[src/rtl/chess_timer_ctrl.sv]
// Chess clock game controller: two BCD mm:ss countdown timers, turn passing on
// synchronised button presses, and time-out detection feeding the display stage.
module chess_timer_ctrl #(
  parameter int unsigned TICK_DIV = 100_000_000,
  parameter int unsigned INIT_MIN = 10
) (
  input  logic        clk,
  input  logic        rst_n,
  input  logic        btn_start,
  input  logic        btn_a,
  input  logic        btn_b,
  output logic [15:0] time_a,
  output logic [15:0] time_b,
  output logic        run_a,
  output logic        run_b,
  output logic        over,
  output logic        win
);

  localparam int unsigned    CW        = (TICK_DIV > 32'd1) ? $clog2(TICK_DIV) : 1;
  localparam logic [CW-1:0]  TICK_LAST = CW'(TICK_DIV - 32'd1);
  localparam logic [15:0]    INIT_TIME = {4'(INIT_MIN / 32'd10), 4'(INIT_MIN % 32'd10), 8'h00};

  typedef enum logic [1:0] {
    S_IDLE  = 2'd0,
    S_RUN_A = 2'd1,
    S_RUN_B = 2'd2,
    S_OVER  = 2'd3
  } state_t;

  // One-second BCD decrement with borrow chain, saturating at 00:00.
  function automatic logic [15:0] bcd_dec(input logic [15:0] t);
    logic [3:0] mt, mu, st, su;
    {mt, mu, st, su} = t;
    if (t == 16'h0000) begin
      return t;
    end else if (su != 4'd0) begin
      su = su - 4'd1;
    end else begin
      su = 4'd9;
      if (st != 4'd0) begin
        st = st - 4'd1;
      end else begin
        st = 4'd5;
        if (mu != 4'd0) begin
          mu = mu - 4'd1;
        end else begin
          mu = 4'd9;
          mt = mt - 4'd1;
        end
      end
    end
    return {mt, mu, st, su};
  endfunction

  logic [2:0]    r_sync1;
  logic [2:0]    r_sync2;
  logic [2:0]    r_prev;
  logic [2:0]    w_press;
  state_t        r_state;
  state_t        w_state_nxt;
  logic [CW-1:0] r_cnt;
  logic [CW-1:0] w_cnt_nxt;
  logic          w_tick;
  logic [15:0]   r_time_a;
  logic [15:0]   r_time_b;
  logic [15:0]   w_time_a_nxt;
  logic [15:0]   w_time_b_nxt;
  logic          r_run_a;
  logic          r_run_b;
  logic          r_over;
  logic          r_win;
  logic          w_win_nxt;

  // Button synchronisers plus previous-value flops, bit order {start, b, a}.
  always_ff @(posedge clk or negedge rst_n) begin
    if (!rst_n) begin
      r_sync1 <= 3'b000;
      r_sync2 <= 3'b000;
      r_prev  <= 3'b000;
    end else begin
      r_sync1 <= {btn_start, btn_b, btn_a};
      r_sync2 <= r_sync1;
      r_prev  <= r_sync2;
    end
  end

  assign w_press = r_sync2 & ~r_prev;
  assign w_tick  = (r_cnt == TICK_LAST);

  // Next-state, timer and prescaler logic; a press always beats a coincident tick.
  always_comb begin
    w_state_nxt  = r_state;
    w_cnt_nxt    = {CW{1'b0}};
    w_time_a_nxt = r_time_a;
    w_time_b_nxt = r_time_b;
    w_win_nxt    = r_win;
    case (r_state)
      S_IDLE: begin
        if (w_press[2]) begin
          w_state_nxt = S_RUN_A;
        end else begin
          w_state_nxt = S_IDLE;
        end
      end
      S_RUN_A: begin
        if (w_press[0]) begin
          w_state_nxt = S_RUN_B;
        end else if (w_tick) begin
          w_time_a_nxt = bcd_dec(r_time_a);
          if (r_time_a <= 16'h0001) begin
            w_state_nxt = S_OVER;
            w_win_nxt   = 1'b0;
          end else begin
            w_state_nxt = S_RUN_A;
          end
        end else begin
          w_cnt_nxt = r_cnt + CW'(1);
        end
      end
      S_RUN_B: begin
        if (w_press[1]) begin
          w_state_nxt = S_RUN_A;
        end else if (w_tick) begin
          w_time_b_nxt = bcd_dec(r_time_b);
          if (r_time_b <= 16'h0001) begin
            w_state_nxt = S_OVER;
            w_win_nxt   = 1'b1;
          end else begin
            w_state_nxt = S_RUN_B;
          end
        end else begin
          w_cnt_nxt = r_cnt + CW'(1);
        end
      end
      S_OVER: begin
        if (w_press[2]) begin
          w_state_nxt  = S_IDLE;
          w_time_a_nxt = INIT_TIME;
          w_time_b_nxt = INIT_TIME;
          w_win_nxt    = 1'b0;
        end else begin
          w_state_nxt = S_OVER;
        end
      end
      default: begin
        w_state_nxt = S_IDLE;
      end
    endcase
  end

  // State, timers and registered outputs decoded from the next state.
  always_ff @(posedge clk or negedge rst_n) begin
    if (!rst_n) begin
      r_state  <= S_IDLE;
      r_cnt    <= {CW{1'b0}};
      r_time_a <= INIT_TIME;
      r_time_b <= INIT_TIME;
      r_run_a  <= 1'b0;
      r_run_b  <= 1'b0;
      r_over   <= 1'b0;
      r_win    <= 1'b0;
    end else begin
      r_state  <= w_state_nxt;
      r_cnt    <= w_cnt_nxt;
      r_time_a <= w_time_a_nxt;
      r_time_b <= w_time_b_nxt;
      r_run_a  <= (w_state_nxt == S_RUN_A);
      r_run_b  <= (w_state_nxt == S_RUN_B);
      r_over   <= (w_state_nxt == S_OVER);
      r_win    <= w_win_nxt;
    end
  end

  assign time_a = r_time_a;
  assign time_b = r_time_b;
  assign run_a  = r_run_a;
  assign run_b  = r_run_b;
  assign over   = r_over;
  assign win    = r_win;

endmodule

[config.mk]
export PLATFORM = sky130hd
export DESIGN_NAME = chess_timer_ctrl
export DESIGN_NICKNAME = d
export VERILOG_FILES = /design/src/rtl/chess_timer_ctrl.sv
export SDC_FILE = /design/constraint.sdc
export NUM_CORES = 1
export LEC_CHECK = 0
export ABC_AREA = 1
export CAP_MARGIN = 15
export CORE_MARGIN = 10
export CORE_UTILIZATION = 52
export CTS_CLUSTER_DIAMETER = 50
export CTS_CLUSTER_SIZE = 10
export DETAILED_ROUTE_END_ITERATION = 10
export PLACE_DENSITY = 0.76
export SLEW_MARGIN = 30
export SYNTH_ARGS = -nofsm -noshare
export SYNTH_HDL_FRONTEND = slang
export SYNTH_SLANG_ARGS = --single-unit
[constraint.sdc]
create_clock -name clk -period 1.8 [get_ports clk]
set_input_delay 0.45 -clock clk [delete_from_list [all_inputs] [get_ports clk]]
set_output_delay 0.45 -clock clk [all_outputs]
set_load 0.01 [all_outputs]
After elaboration in Yosys (flattened, before gate mapping)
Index checks and enable logic that the tools add are counted.

operators by class
  add/subtract/negate cells = 9
  magnitude comparators = 2
  equality and inequality tests = 22
  mux-type cells = 64
  bitwise operators = 2
  reductions and logical operators = 21

operator list
  kind                                                  number
  2-to-1 mux 16 bit                                     7
  2-to-1 mux 4 bit                                      26
  2-to-1 mux 27 bit                                     3
  one-hot mux 16 bit (2 select lines)                   2
  one-hot mux 27 bit (2 select lines)                   1
  <= comparator 16 x 1 -> 1 bit, second input constant  2
  logical NOT 16 bit                                    2
  subtractor 4 x 1 -> 4 bit, second input constant      8
  adder 27 x 1 -> 27 bit, second input constant         1
  == test 27 bit, second input constant                 1
  AND reduction 8 bit                                   3
  nonzero test 4 bit                                    6
  != test 2 bit, second input constant                  9
  != test 3 bit, second input constant                  6
  2-to-1 mux 1 bit                                      17
  AND reduction 7 bit                                   2
  2-to-1 mux 2 bit                                      6
  AND reduction 6 bit                                   2
  AND reduction 5 bit                                   2
  == test 2 bit, second input constant                  4
  one-hot mux 2 bit (4 select lines)                    1
  == test 2 x 1 -> 1 bit, second input constant         2
  nonzero test 2 bit                                    2
  bitwise AND 3 bit                                     1
  4 further kinds                                       4

storage, ports and cells
  register bits = 74
  input bits = 5

Logic depth before layout (Yosys ltp)
  depth after elaboration = 9
  depth in mapped cells = 13
  mapped depth without buffers = 13

Least setup slack after synthesis
Ideal clock, no wire load.

  path kind = register -> register
  start point = register r_state[0]
  end point = register r_cnt[9]
  library setup time = 0.072 ns
  arrival = 1.628 ns
  data required time = 1.728 ns
  slack = 0.100 ns
  stages on the path, launching flop included = 10
  cells stage by stage = dfrtp_1 inv_1 ha_1 o21ai_0 o21ai_1 nand2_1 nor2_2 inv_2 buf_4 nor2_1

on the way
  cells in the longest elaborated chain, start to end = 2
  elaborated cells on any way between the ends = 3
  those cells by class = eq/ne: 2; mux: 1

RTL lines
  item                                                     RTL line  source
  start: declaration                                       60        state_t r_state;
  start signal: assignment                                 164       r_state <= w_state_nxt;
  == test 2 bit or == test 2 x 1 -> 1 bit (tied branches)  98        case (r_state)
  one-hot mux 27 bit (2 select lines) (*)                  98
  named net w_cnt_nxt[9]                                   63        logic [CW-1:0] w_cnt_nxt;
  end signal: assignment                                   156       r_cnt <= {CW{1'b0}};
  end signal: assignment                                   165       r_cnt <= w_cnt_nxt;
  end: declaration                                         62        logic [CW-1:0] r_cnt;

The timed path passes the listed nets; every way through them passes the cells marked *.
A chain may end at the register's enable or synchronous reset.

Worst setup path in the final report
  start point = register r_time_a[8], in the netlist time_a[8]
  end point = output port time_a[8]

RTL lines
  item                      RTL line  source
  start: declaration        65        logic [15:0] r_time_a;
  start signal: assignment  166       r_time_a <= w_time_a_nxt;
  end: declaration          12        output logic [15:0] time_a,

No word-level cell between the ends.

==> results.md <==
- Gate Count Post-Synth: about 550
- Area post-placement: about 5000 um^2
- Final Total Pwr: around 7.6 mW
- R2r worst-path depth: 11
- Crit path buf inv count: 1
- Die width: approximately 110 um
- Top post-synthesis cells by area: dfrtp_1, nand2_1, nor2_1
- Slowest CP cell: clkdlybuf4s50_1
- Pre-antenna DRT Iters: 5
- Clock power frac: 0.175
- Crit Path Category: register to primary output
- Gr usage total: 0.1562
- Port Buffers: 40
- Routed wire length: 10330 um
- CTS clk-pin slew, worst paths: 0.08 ns
- Pwr Density: between 1000 and 1500 nW/um^2
- Antenna diodes: 0
- Row Count: 32
- Measured slew at the worst slew-check pin: about 0.39 ns
- Routed len/inst: approximately 14 um
- Endpoints failing setup: 0
- Part of the cycle the worst path needs: 0.9761
- Post-Layout Inst Area: roughly 5600 um^2
- Seq/Total Area, Yosys: 0.4356
- Nets: about 660
- Cell Area, Synth: ~4300 um^2
- Num CTS Buffers: 9
- Filler Cell Count: around 610
- Die height: between 100 and 150 um
- P_leak: between 2 and 3 nW
- Crit-path max FO: 4
- Pint: between 4 and 5 mW
- Part of the power in registers: 0.312
- Vias in the first global route: roughly 3600
- Top delay family on crit path: buffers and inverters
- Status: finished clean
- MaxCap Viol Count: 0
- Initial antenna violation count: 0
- Clock tree buffer depth: 2
- Post-detailed-route count of antenna-violating nets: 0
- Dpl hpwl: between 7000 and 8000 um
- CORE AREA: just under 8000 um^2
- First-pass GRT wire length: about 17000 um
- Flip-flop and latch area: roughly 1900 um^2
- Area leader, netlist: dfrtp_1
- Hold path cells: 0
- H-tree levels: 3
- Setup crit end kind: primary output
- Startpoint Class: register
- Via count: just under 4000
- Pin count of the biggest net entering global routing: 50
- Worst skew pair latency: 0.34 ns
- CTS tree: built
- Asr flop ratio synth: 1.000
- Crit-path max cell delay: roughly 0.56 ns
- Final core utilization: 0.7073
- Synth Flop Type: dfrtp_1
- Synth top area share: 0.4233
- Initial core utilization: 0.5424
- Critical path depth: 1
- Tightest Hold Check Type: register to register
- Share of cells above drive strength 1: 0.2477
- Mean Syn Cell Area: between 7 and 8 um^2
- Layout area overhead: 30.39%
- Critical Path AT: around 1.3 ns
- Fmax: roughly 570 MHz
- Critical path, cell by cell: clkdlybuf4s50_1
- Root buf cell: clkbuf_8
- Seq cells post-synth: 74
- Post-synth EDFFs: 0
- Sw Ratio: 0.4026
- Multi-input logic area: ~2300 um^2
- Worst vdd ir: around 0.83 mV
- Final hold violations: 0
- CTS sink cnt: between 70 and 80
- DRC Markers: 0
- Max-slew violations: 0
- Slew Limit Headroom: 0.7403
- Worst Clk Skew: ~0.0098 ns
- Grt ovf: 0
- Critical Path RT: between 1 and 1.5 ns
- RSZ-0062 raised after global routing: yes
- Via-to-Cell Ratio: 5.219
- Psw: roughly 3.0 mW
- Die area: 12200 um^2
- GP Congestion: between 0.9 and 1
- Combinational group share of total power: 0.513
- Number of distinct library cells after synthesis: 40
- Final min period: about 1.8 ns
- IO Count: 41
- Syn_nets: roughly 560
- Number of DRC markers in iteration 0: 179
- Yosys warnings: 0
## worst paths after layout
check / start / endpoint / slack [ns]
worst min-delay path: r_sync1[0]$_DFF_PN0_ / r_sync2[0]$_DFF_PN0_ / 0.35
worst max register to register: r_cnt[10]$_DFF_PN0_ / run_a$_DFF_PN0_ / 0.04
max in group asynchronous: rst_n / time_b[12]$_DFFE_PN1P_ / 0.75
worst min register to register: r_sync1[0]$_DFF_PN0_ / r_sync2[0]$_DFF_PN0_ / 0.35
min in group asynchronous: rst_n / time_a[3]$_DFFE_PN0P_ / 0.50
worst max-delay path: time_a[8]$_DFFE_PN0P_ / time_a[8] / 0.04
## layer usage
| layer | vias to the layer above | global-route usage | share of wire |
|---|---|---|---|
| li1 | 1953 | - | - |
| met1 | 1874 | 0.1978 | 0.45 |
| met2 | 88 | 0.2547 | 0.50 |
| met3 | 10 | 0.03674 | 0.044 |
| met4 | 0 | 0.05268 | 0.011 |
| met5 | - | 0 | 0 |
## flip-flops by register name (all words and copies together), names as in the netlist
register	flops
r_state	2
run_a	1
time_a	16
r_cnt	27
win	1
r_sync2	3
time_b	16
r_sync1	3
run_b	1
r_prev	3
over	1
## final cells by class
cell class                 instances  share of cell area
multi-input combinational        405              0.4164
inverter                          66             0.04509
clock buffer                      14             0.02931
timing repair buffer              89              0.1450
tap                              102             0.02299
sequential                        74              0.3350
clock inverter                     2            0.006312
## placed cells by master (no fill, tap or decap), types with 7 or more instances in the layout
master / netlist / final
clkdlybuf4s50_1: 0 / 23
nor2_4: 2 / 8
a21oi_1: 15 / 12
xor2_1: 9 / 9
inv_2: 2 / 9
nor2_1: 73 / 61
o21ai_0: 10 / 9
nand2_2: 3 / 20
inv_1: 63 / 55
nand2_1: 143 / 126
dlymetal6s2s_1: 0 / 11
nand4_1: 11 / 11
nor2_2: 6 / 12
dfrtp_1: 72 / 68
nor3_1: 18 / 17
o21ai_1: 26 / 26
nand3_1: 29 / 26
or2_2: 11 / 11
buf_4: 1 / 48
nand2_4: 7 / 7
clkbuf_8: 0 / 11
## Yosys cell counts (all sizes together), types with 4 or more instances
master	n
nand2	153
nor2	83
dfrtp	72
inv	65
o21ai	37
nand3	32
nor3	20
a21oi	16
nand4	11
or2	11
ha	9
xor2	9
xnor2	5
nand3b	4
## logic make-up (layout without fill, tap and decap cells)
kind of cell	Yosys count	after routing	share of synthesized area
and+or+nand+nor	321	321	0.3689
DFF	74	74	0.4356
buffers and inverters	70	171	0.06261
AOI/OAI and AO/OA	61	61	0.07760
xor gates and xnor gates	14	14	0.02881
adders and majority gates	9	9	0.02646
## timing repair
action / in CTS / in global routing
endpoints found under the hold margin: 11 / 0
gates resized for setup: 6 / 78
setup endpoints to repair: 10 / 74
buffers inserted: 4 / 16
pin swaps: 0 / 18
hold buffers: 1 / 0
## power groups by stage
stage | registers [mW] | logic (mW) | clock network (mW)
2_1_floorplan | 2.49 | 2.04 | 0
3_3_place_gp | 2.38 | 3.34 | 0
3_5_place_dp | 2.40 | 3.44 | 0
4_1_cts | 2.34 | 3.51 | 1.34
5_1_grt | 2.41 | 4.33 | 1.42
6_report | 2.36 | 3.87 | 1.32
## per-stage QoR
stage | hold WS (ns) | setup TNS, ns | cells | setup slack (ns)
after floorplan | 0.1544 | 0 | 549 | 0.1005
after global placement | 0.3146 | 0 | 715 | 0.06837
after detailed placement | 0.3137 | 0 | 715 | 0.01833
after CTS | 0.3532 | 0 | 736 | 0.002280
after global routing | 0.3620 | -0.8372 | 752 | -0.08745
final | 0.3497 | 0 | 752 | 0.04309
Power figures use the tool's default switching activity.
